$ cat src/rtl/reg_bus_target_if.sv
// reg_bus_target_if: tile register bus bundle (write/read strobes and read response)
interface reg_bus_target_if;
    logic        reg_bus_wvalid;
    logic [15:0] reg_bus_waddr;
    logic [31:0] reg_bus_wdata;
    logic        reg_bus_arvalid;
    logic [15:0] reg_bus_araddr;
    logic        reg_bus_rvalid;
    logic [31:0] reg_bus_rdata;

    modport master (
        output reg_bus_wvalid, reg_bus_waddr, reg_bus_wdata, reg_bus_arvalid, reg_bus_araddr,
        input  reg_bus_rvalid, reg_bus_rdata
    );

    modport slave (
        input  reg_bus_wvalid, reg_bus_waddr, reg_bus_wdata, reg_bus_arvalid, reg_bus_araddr,
        output reg_bus_rvalid, reg_bus_rdata
    );
endinterface

$ cat src/rtl/reg_bus_target.sv
// reg_bus_target: reg-bus responder with control/scratch registers and snapshotted event counters
// Build option REG_TARGET_SAT_EN: counters saturate instead of wrapping.
module reg_bus_target #(
    parameter int N_EVENTS = 8,
    parameter int COMP_ID  = 0
) (
    input  logic                clk,
    input  logic                rst,
    reg_bus_target_if.slave     bus,
    input  logic [N_EVENTS-1:0] event_in,
    output logic                count_en,
    output logic                alert
);
    logic [1:0]                ctrl_q, ctrl_d;
    logic [15:0]               snap_cnt_q, snap_cnt_d;
    logic [31:0]               scratch_q, scratch_d;
    logic [N_EVENTS-1:0]       mask_q, mask_d;
    logic [63:0]               cyc_q, cyc_d, cyc_shd_q, cyc_shd_d;
    logic [N_EVENTS-1:0][31:0] cnt_q, cnt_d, shd_q, shd_d;
    logic                      alert_q, alert_d;
    logic                      ar_q;
    logic [7:0]                ra_q;
    logic                      rvalid_q;
    logic [31:0]               rdata_q, rd_d;
    logic [7:0]                wa;
    logic                      wr, snap, restart, ovf;
    logic [N_EVENTS-1:0]       ev;
    logic                      unused_addr_hi;

    assign wa             = bus.reg_bus_waddr[7:0];
    assign wr             = bus.reg_bus_wvalid;
    assign snap           = wr && (wa == 8'h04);
    assign restart        = snap && ctrl_q[1];
    assign ev             = event_in & mask_q & {N_EVENTS{ctrl_q[0]}};
    assign unused_addr_hi = ^{bus.reg_bus_waddr[15:8], bus.reg_bus_araddr[15:8]};

    // Live counters keep this cycle's increment on a clearing snapshot so no event is dropped
    always_comb begin
        ovf = ctrl_q[0] && (cyc_q == '1) && !restart;
`ifdef REG_TARGET_SAT_EN
        cyc_d = restart ? 64'(ctrl_q[0]) : (ovf ? cyc_q : cyc_q + 64'(ctrl_q[0]));
`else
        cyc_d = restart ? 64'(ctrl_q[0]) : cyc_q + 64'(ctrl_q[0]);
`endif
        cyc_shd_d = snap ? cyc_q : cyc_shd_q;
        for (int i = 0; i < N_EVENTS; i++) begin
            shd_d[i] = snap ? cnt_q[i] : shd_q[i];
`ifdef REG_TARGET_SAT_EN
            cnt_d[i] = restart ? 32'(ev[i]) : ((ev[i] && cnt_q[i] == '1) ? cnt_q[i] : cnt_q[i] + 32'(ev[i]));
`else
            cnt_d[i] = restart ? 32'(ev[i]) : cnt_q[i] + 32'(ev[i]);
`endif
            ovf = ovf | (ev[i] && (cnt_q[i] == '1) && !restart);
        end
    end

    // Host writes; a new overflow beats a simultaneous alert clear
    always_comb begin
        ctrl_d     = (wr && wa == 8'h00) ? bus.reg_bus_wdata[1:0] : ctrl_q;
        scratch_d  = (wr && wa == 8'h08) ? bus.reg_bus_wdata : scratch_q;
        mask_d     = (wr && wa == 8'h0C) ? bus.reg_bus_wdata[N_EVENTS-1:0] : mask_q;
        snap_cnt_d = snap_cnt_q + 16'(snap);
        alert_d    = ovf | (alert_q & !(wr && wa == 8'h84));
    end

    // Read data select from register state as it stands one cycle after the strobe
    always_comb begin
        rd_d = '0;
        for (int i = 0; i < N_EVENTS; i++)
            if (ra_q == 8'(32 + 4 * i)) rd_d = shd_q[i];
        case (ra_q)
            8'h00:   rd_d = {30'b0, ctrl_q};
            8'h04:   rd_d = {16'b0, snap_cnt_q};
            8'h08:   rd_d = scratch_q;
            8'h0C:   rd_d = 32'(mask_q);
            8'h10:   rd_d = cyc_shd_q[31:0];
            8'h14:   rd_d = cyc_shd_q[63:32];
            8'h84:   rd_d = {31'b0, alert_q};
            8'hFC:   rd_d = {16'h5247, 8'h00, 8'(COMP_ID)};
            default: ;
        endcase
    end

    // State update; reset also discards any read still in the pipeline
    always_ff @(posedge clk or posedge rst) begin
        if (rst) begin
            ctrl_q     <= '0;
            snap_cnt_q <= '0;
            scratch_q  <= '0;
            mask_q     <= '1;
            cyc_q      <= '0;
            cyc_shd_q  <= '0;
            cnt_q      <= '0;
            shd_q      <= '0;
            alert_q    <= 1'b0;
            ar_q       <= 1'b0;
            ra_q       <= '0;
            rvalid_q   <= 1'b0;
            rdata_q    <= '0;
        end else begin
            ctrl_q     <= ctrl_d;
            snap_cnt_q <= snap_cnt_d;
            scratch_q  <= scratch_d;
            mask_q     <= mask_d;
            cyc_q      <= cyc_d;
            cyc_shd_q  <= cyc_shd_d;
            cnt_q      <= cnt_d;
            shd_q      <= shd_d;
            alert_q    <= alert_d;
            ar_q       <= bus.reg_bus_arvalid;
            ra_q       <= bus.reg_bus_arvalid ? bus.reg_bus_araddr[7:0] : ra_q;
            rvalid_q   <= ar_q;
            rdata_q    <= ar_q ? rd_d : rdata_q;
        end
    end

    assign bus.reg_bus_rvalid = rvalid_q;
    assign bus.reg_bus_rdata  = rdata_q;
    assign count_en           = ctrl_q[0];
    assign alert              = alert_q;
endmodule

$ cat src/flat_wrapper.sv
// flat-port wrapper written by rule: the top's interface ports become plain ports
module reg_bus_target_flat 
#(
    parameter int N_EVENTS = 8,
    parameter int COMP_ID  = 0
)
  (clk, rst, event_in, count_en, alert, bus_reg_bus_wvalid, bus_reg_bus_waddr, bus_reg_bus_wdata, bus_reg_bus_arvalid, bus_reg_bus_araddr, bus_reg_bus_rvalid, bus_reg_bus_rdata);
  reg_bus_target_if bus_i ();
  input  logic clk;
  input  logic rst;
  input  logic [N_EVENTS-1:0] event_in;
  output logic count_en;
  output logic alert;
  input wire logic [$bits(bus_i.reg_bus_wvalid)-1:0] bus_reg_bus_wvalid;
  input wire logic [$bits(bus_i.reg_bus_waddr)-1:0] bus_reg_bus_waddr;
  input wire logic [$bits(bus_i.reg_bus_wdata)-1:0] bus_reg_bus_wdata;
  input wire logic [$bits(bus_i.reg_bus_arvalid)-1:0] bus_reg_bus_arvalid;
  input wire logic [$bits(bus_i.reg_bus_araddr)-1:0] bus_reg_bus_araddr;
  output wire logic [$bits(bus_i.reg_bus_rvalid)-1:0] bus_reg_bus_rvalid;
  output wire logic [$bits(bus_i.reg_bus_rdata)-1:0] bus_reg_bus_rdata;
  assign bus_i.reg_bus_wvalid = bus_reg_bus_wvalid;
  assign bus_i.reg_bus_waddr = bus_reg_bus_waddr;
  assign bus_i.reg_bus_wdata = bus_reg_bus_wdata;
  assign bus_i.reg_bus_arvalid = bus_reg_bus_arvalid;
  assign bus_i.reg_bus_araddr = bus_reg_bus_araddr;
  assign bus_reg_bus_rvalid = bus_i.reg_bus_rvalid;
  assign bus_reg_bus_rdata = bus_i.reg_bus_rdata;
  reg_bus_target #(.N_EVENTS(N_EVENTS), .COMP_ID(COMP_ID)) u_core (.clk(clk), .rst(rst), .bus(bus_i), .event_in(event_in), .count_en(count_en), .alert(alert));
endmodule
$ cat config.mk
export PLATFORM = sky130hd
export DESIGN_NAME = reg_bus_target_flat
export DESIGN_NICKNAME = d
export VERILOG_FILES = /design/src/rtl/reg_bus_target_if.sv /design/src/rtl/reg_bus_target.sv /design/src/flat_wrapper.sv
export SDC_FILE = /design/constraint.sdc
export NUM_CORES = 2
export LEC_CHECK = 0
export ABC_AREA = 1
export CAP_MARGIN = 25
export CORE_MARGIN = 3
export CORE_UTILIZATION = 55
export DETAILED_ROUTE_END_ITERATION = 10
export PLACE_DENSITY = 0.69
export SLEW_MARGIN = 20
export SYNTH_ARGS = -nofsm -noshare
export SYNTH_HDL_FRONTEND = slang
export SYNTH_SLANG_ARGS = --single-unit
$ cat constraint.sdc
create_clock -name clk -period 32.8 [get_ports clk]
set_input_delay 9.84 -clock clk [delete_from_list [all_inputs] [get_ports clk]]
set_output_delay 9.84 -clock clk [all_outputs]
set_load 0.005 [all_outputs]
==> run_results.csv <==
group,metric,value,unit
placement,gp_congestion,0.9727,
final_layout,area_growth_syn_to_layout,11.80,%
final_layout,final_util,0.6233,
pwr,swShare,0.2317,
status,status,"completed",
placement,pre_cts_slack,19330,ps
cts,cts_root_buf,"clkbuf_16",
sta,post-route-min-period,12920,ps
yosys,ys_seq_area_frac,0.5043,
drt,viasPerCell,5.666,
floorplanning,num_rows,94,
floorplanning,start_util,0.5575,
sta,setup_viol,0,
final_layout,fillers,5870,
placement,io_buffers,94,
drt,vias,32027,
cts,cts_buffers,83,
drt,drtAntennaViolNets,0,
sta,period_share,0.3940,
floorplanning,dieArea,70020,um^2
final_layout,multi_input_area,15720,um^2
global_routing,grt_pass1_wl,177000,um
cts,holdBufCountCts,0,
cts,clk_path_buf_depth,3,
yosys,netlist_top_cells_area,"dfrtp_1 50%, nand2_1 13%, nor2_1 6.0%",
global_routing,grt_max_degree,220,
sta,slew_headroom,0.2693,
pwr,switchingPower,457.9,uW
sta,finalMaxSlewViolations,0,
drt,drcViolationCount,0,
sta,rsz0062_at_grt,"false",
hold_path,hold_path.class,"reg2reg",
yosys,ys.flop_type,"dfrtp_1",
worst_setup_path,crit_arrival,13480,ps
yosys,synth.top_cell.area_share,0.4986,
floorplanning,core,65980,um^2
final_layout,final_common_cell,"nand2_1",
floorplanning,fp.dieW,264.6,um
final_layout,regArea,18550,um^2
cts,h-tree-depth,3,
placement,hpwlAfterDp,82530,um
yosys,syn-cell-area,36790,um^2
yosys,synth.avg_cell_area,7.877,um^2
drt,drtIter0Drc,3477,
global_routing,overflow,0,
pwr,powerDensity,48.04,nW/um^2
sta,hold_violations,0,
cts,cts_tree,"done",
global_routing,grt_pass1_vias,30072,
worst_setup_path,path_buf_inv,5,
pwr,power.share.clock,0.467,
worst_setup_path,path_cells,"clkdlybuf4s50_1 > nor2_1 > inv_2 > nor3_2 > nand2_1 > nor2_1 > nand2_2 > buf_4 > clkinv_2 > buf_4 > a31oi_1 > o21a_1",
drt,routedWlPerCell,20.28,um
global_routing,grt_util_met3,0.04966,
drt,routed_wl,114600,um
worst_setup_path,critPathLaunchType,"input pin",
yosys,syn_inst,4670,
final_layout,final_cell_mix,"1255 x nand2_1, 733 x dfrtp_1, 584 x nor2_1, 462 x inv_1, 268 x o21ai_0",
global_routing,grt_busiest_layer,"met1",
yosys,ys_async_sr_fraction,1.000,
final_layout,drive_gt1_frac,0.05933,
yosys,ys_warn_count,0,
final_layout,final_nets,4818,
drt,dr.pass1.iters,6,
global_routing,grtUsageTotal,0.3266,
flow_run,max-cap-violations,0,
worst_setup_path,max_stage_delay,940,ps
floorplanning,fp.dieH,264.6,um
pwr,p_total,1.976,mW
sta,setup_ws,19880,ps
worst_setup_path,crit_fanout,68,
pwr,power_leakage,20.36,nW
final_layout,postLayoutCellArea,41130,um^2
cts,cts_sinks,741,
pwr,ir_drop,0.04551,mV
worst_setup_path,critPathTopFamily,"buffers and inverters",
placement,place_area,38360,um^2
cts,post-cts-setup-buffer-count,0,
yosys,yosysTopAreaCell,"dfrtp_1",
yosys,synth_cell_types,47,
global_routing,antenna_found_initial,1,
cts,cts_resized,0,
sta,tns,0,ps
yosys,synth_edf_count,0,
cts,insertion_delay,630,ps
pwr,seq_power_share,0.487,
worst_setup_path,worst-setup-path-type,"in2reg",
pwr,comb_power_share,0.045,
pwr,p_int,1.518,mW
sta,max_freq,77.39,MHz
cts,cts.clk_slew.worst_paths,60,ps
worst_setup_path,slowest_stage,"clkinv_2",
sta,final.setup_skew,15.38,ps
yosys,ys_ff_latch,741,
global_routing,grtUsageMet2,0.4821,
worst_setup_path,endpoint_kind,"flop",
global_routing,met1_usage,0.4920,
worst_setup_path,crit_required,33360,ps
yosys,syn_nets,4766,
sta,worst_pin_slew,1096,ps
floorplanning,io_pins,111,
[area by class of cell]
class / count / area share
Sequential cell: 741 / 0.4511
Multi-Input combinational cell: 3291 / 0.3823
Clock buffer: 128 / 0.06027
Inverter: 479 / 0.04393
Timing Repair Buffer: 126 / 0.03109
Tap cell: 864 / 0.02629
Clock inverter: 22 / 0.004929
Antenna cell: 1 / 0.00006085
[Yosys cell counts (all sizes together), types with 3 or more instances]
cell     number
nand2      1262
dfrtp       733
nor2        628
inv         478
o21ai       339
nand3       258
nor3        205
a21oi       172
nand4       139
xor2        134
buf         101
clkbuf       58
mux2         24
nor4         22
ha           20
a211oi       18
o21a         18
a31oi        10
nor3b         9
dfstp         8
xnor2         5
a221oi        4
o2111ai       4
and2          3
o211ai        3
o221a         3
[cells by family (layout without fill, tap and decap cells)]
group	after synthesis	in the layout	share of synthesized area
simple gates	2532	2532	0.2959
flops	741	741	0.5043
buf+inv	638	755	0.06932
compound gates	576	576	0.08316
xor+xnor	139	139	0.03309
mux	24	24	0.007347
fa+ha+maj	20	20	0.006802
other cells	0	1	0
[registers in the layout, summed over array words and instances, names as in the netlist]
register and cells:
u_core.cnt_q 256, u_core.ctrl_q 2, u_core.cyc_shd_q 64, u_core.snap_cnt_q 16
u_core.alert 1, u_core.bus.reg_bus_rdata 32, u_core.bus.reg_bus_rvalid 1, u_core.scratch_q 32
u_core.ar_q 1, u_core.shd_q 256, u_core.mask_q 8, u_core.cyc_q 64
u_core.ra_q 8
[power groups by stage]
stage	sequential [mW]	combinational, mW	clock [mW]
finish	0.963	0.0893	0.923
global route	0.965	0.100	0.973
CTS	0.962	0.0895	0.935
detailed placement	0.978	0.0893	0
global placement	0.978	0.0873	0
floorplan	0.974	0.0538	0
[path summary, 6_finish.rpt]
| check | start | end | slack (ps) | cells past startpoint |
|---|---|---|---|---|
| min in group asynchronous | rst | u_core.shd_q[112]$_DFFE_PP0N_ | 9700 | 2 |
| max in group asynchronous | rst | u_core.shd_q[160]$_DFFE_PP0N_ | 20940 | 4 |
| worst min-delay path | u_core.shd_q[81]$_DFFE_PP0N_ | u_core.shd_q[81]$_DFFE_PP0N_ | 470 | 2 |
| worst max-delay path | bus_reg_bus_waddr[1] | u_core.cnt_q[206]$_DFF_PP0_ | 19880 | 12 |
| worst min register to register | u_core.shd_q[81]$_DFFE_PP0N_ | u_core.shd_q[81]$_DFFE_PP0N_ | 470 | 2 |
| worst max register to register | u_core.ctrl_q[1]$_DFFE_PP0P_ | u_core.cnt_q[206]$_DFF_PP0_ | 29340 | 6 |
[stage by stage]
step	instances	hold WS, ps
after floorplan	4670	397.6
after global placement	5498	453.5
after detailed placement	5498	458.7
after CTS	5648	473.9
after global routing	5652	491.8
final	5652	471.3
[per-layer routing]
metal  up-vias  part of all wire  wire [um]
li1      15222                 -          -
met1     15365              0.45      51780
met2      1228              0.43      49810
met3       212             0.074       8518
met4         0             0.039       4493
met5         -                 0          0
[worst reg2reg max path, cell delays in order, from the launching register on]
cell and delay, ps:
dfrtp_1 460, nand2_2 100, buf_4 820, clkinv_2 960, buf_4 620, a31oi_1 300, o21a_1 140
No activity file was read; power rests on OpenSTA's default activity.
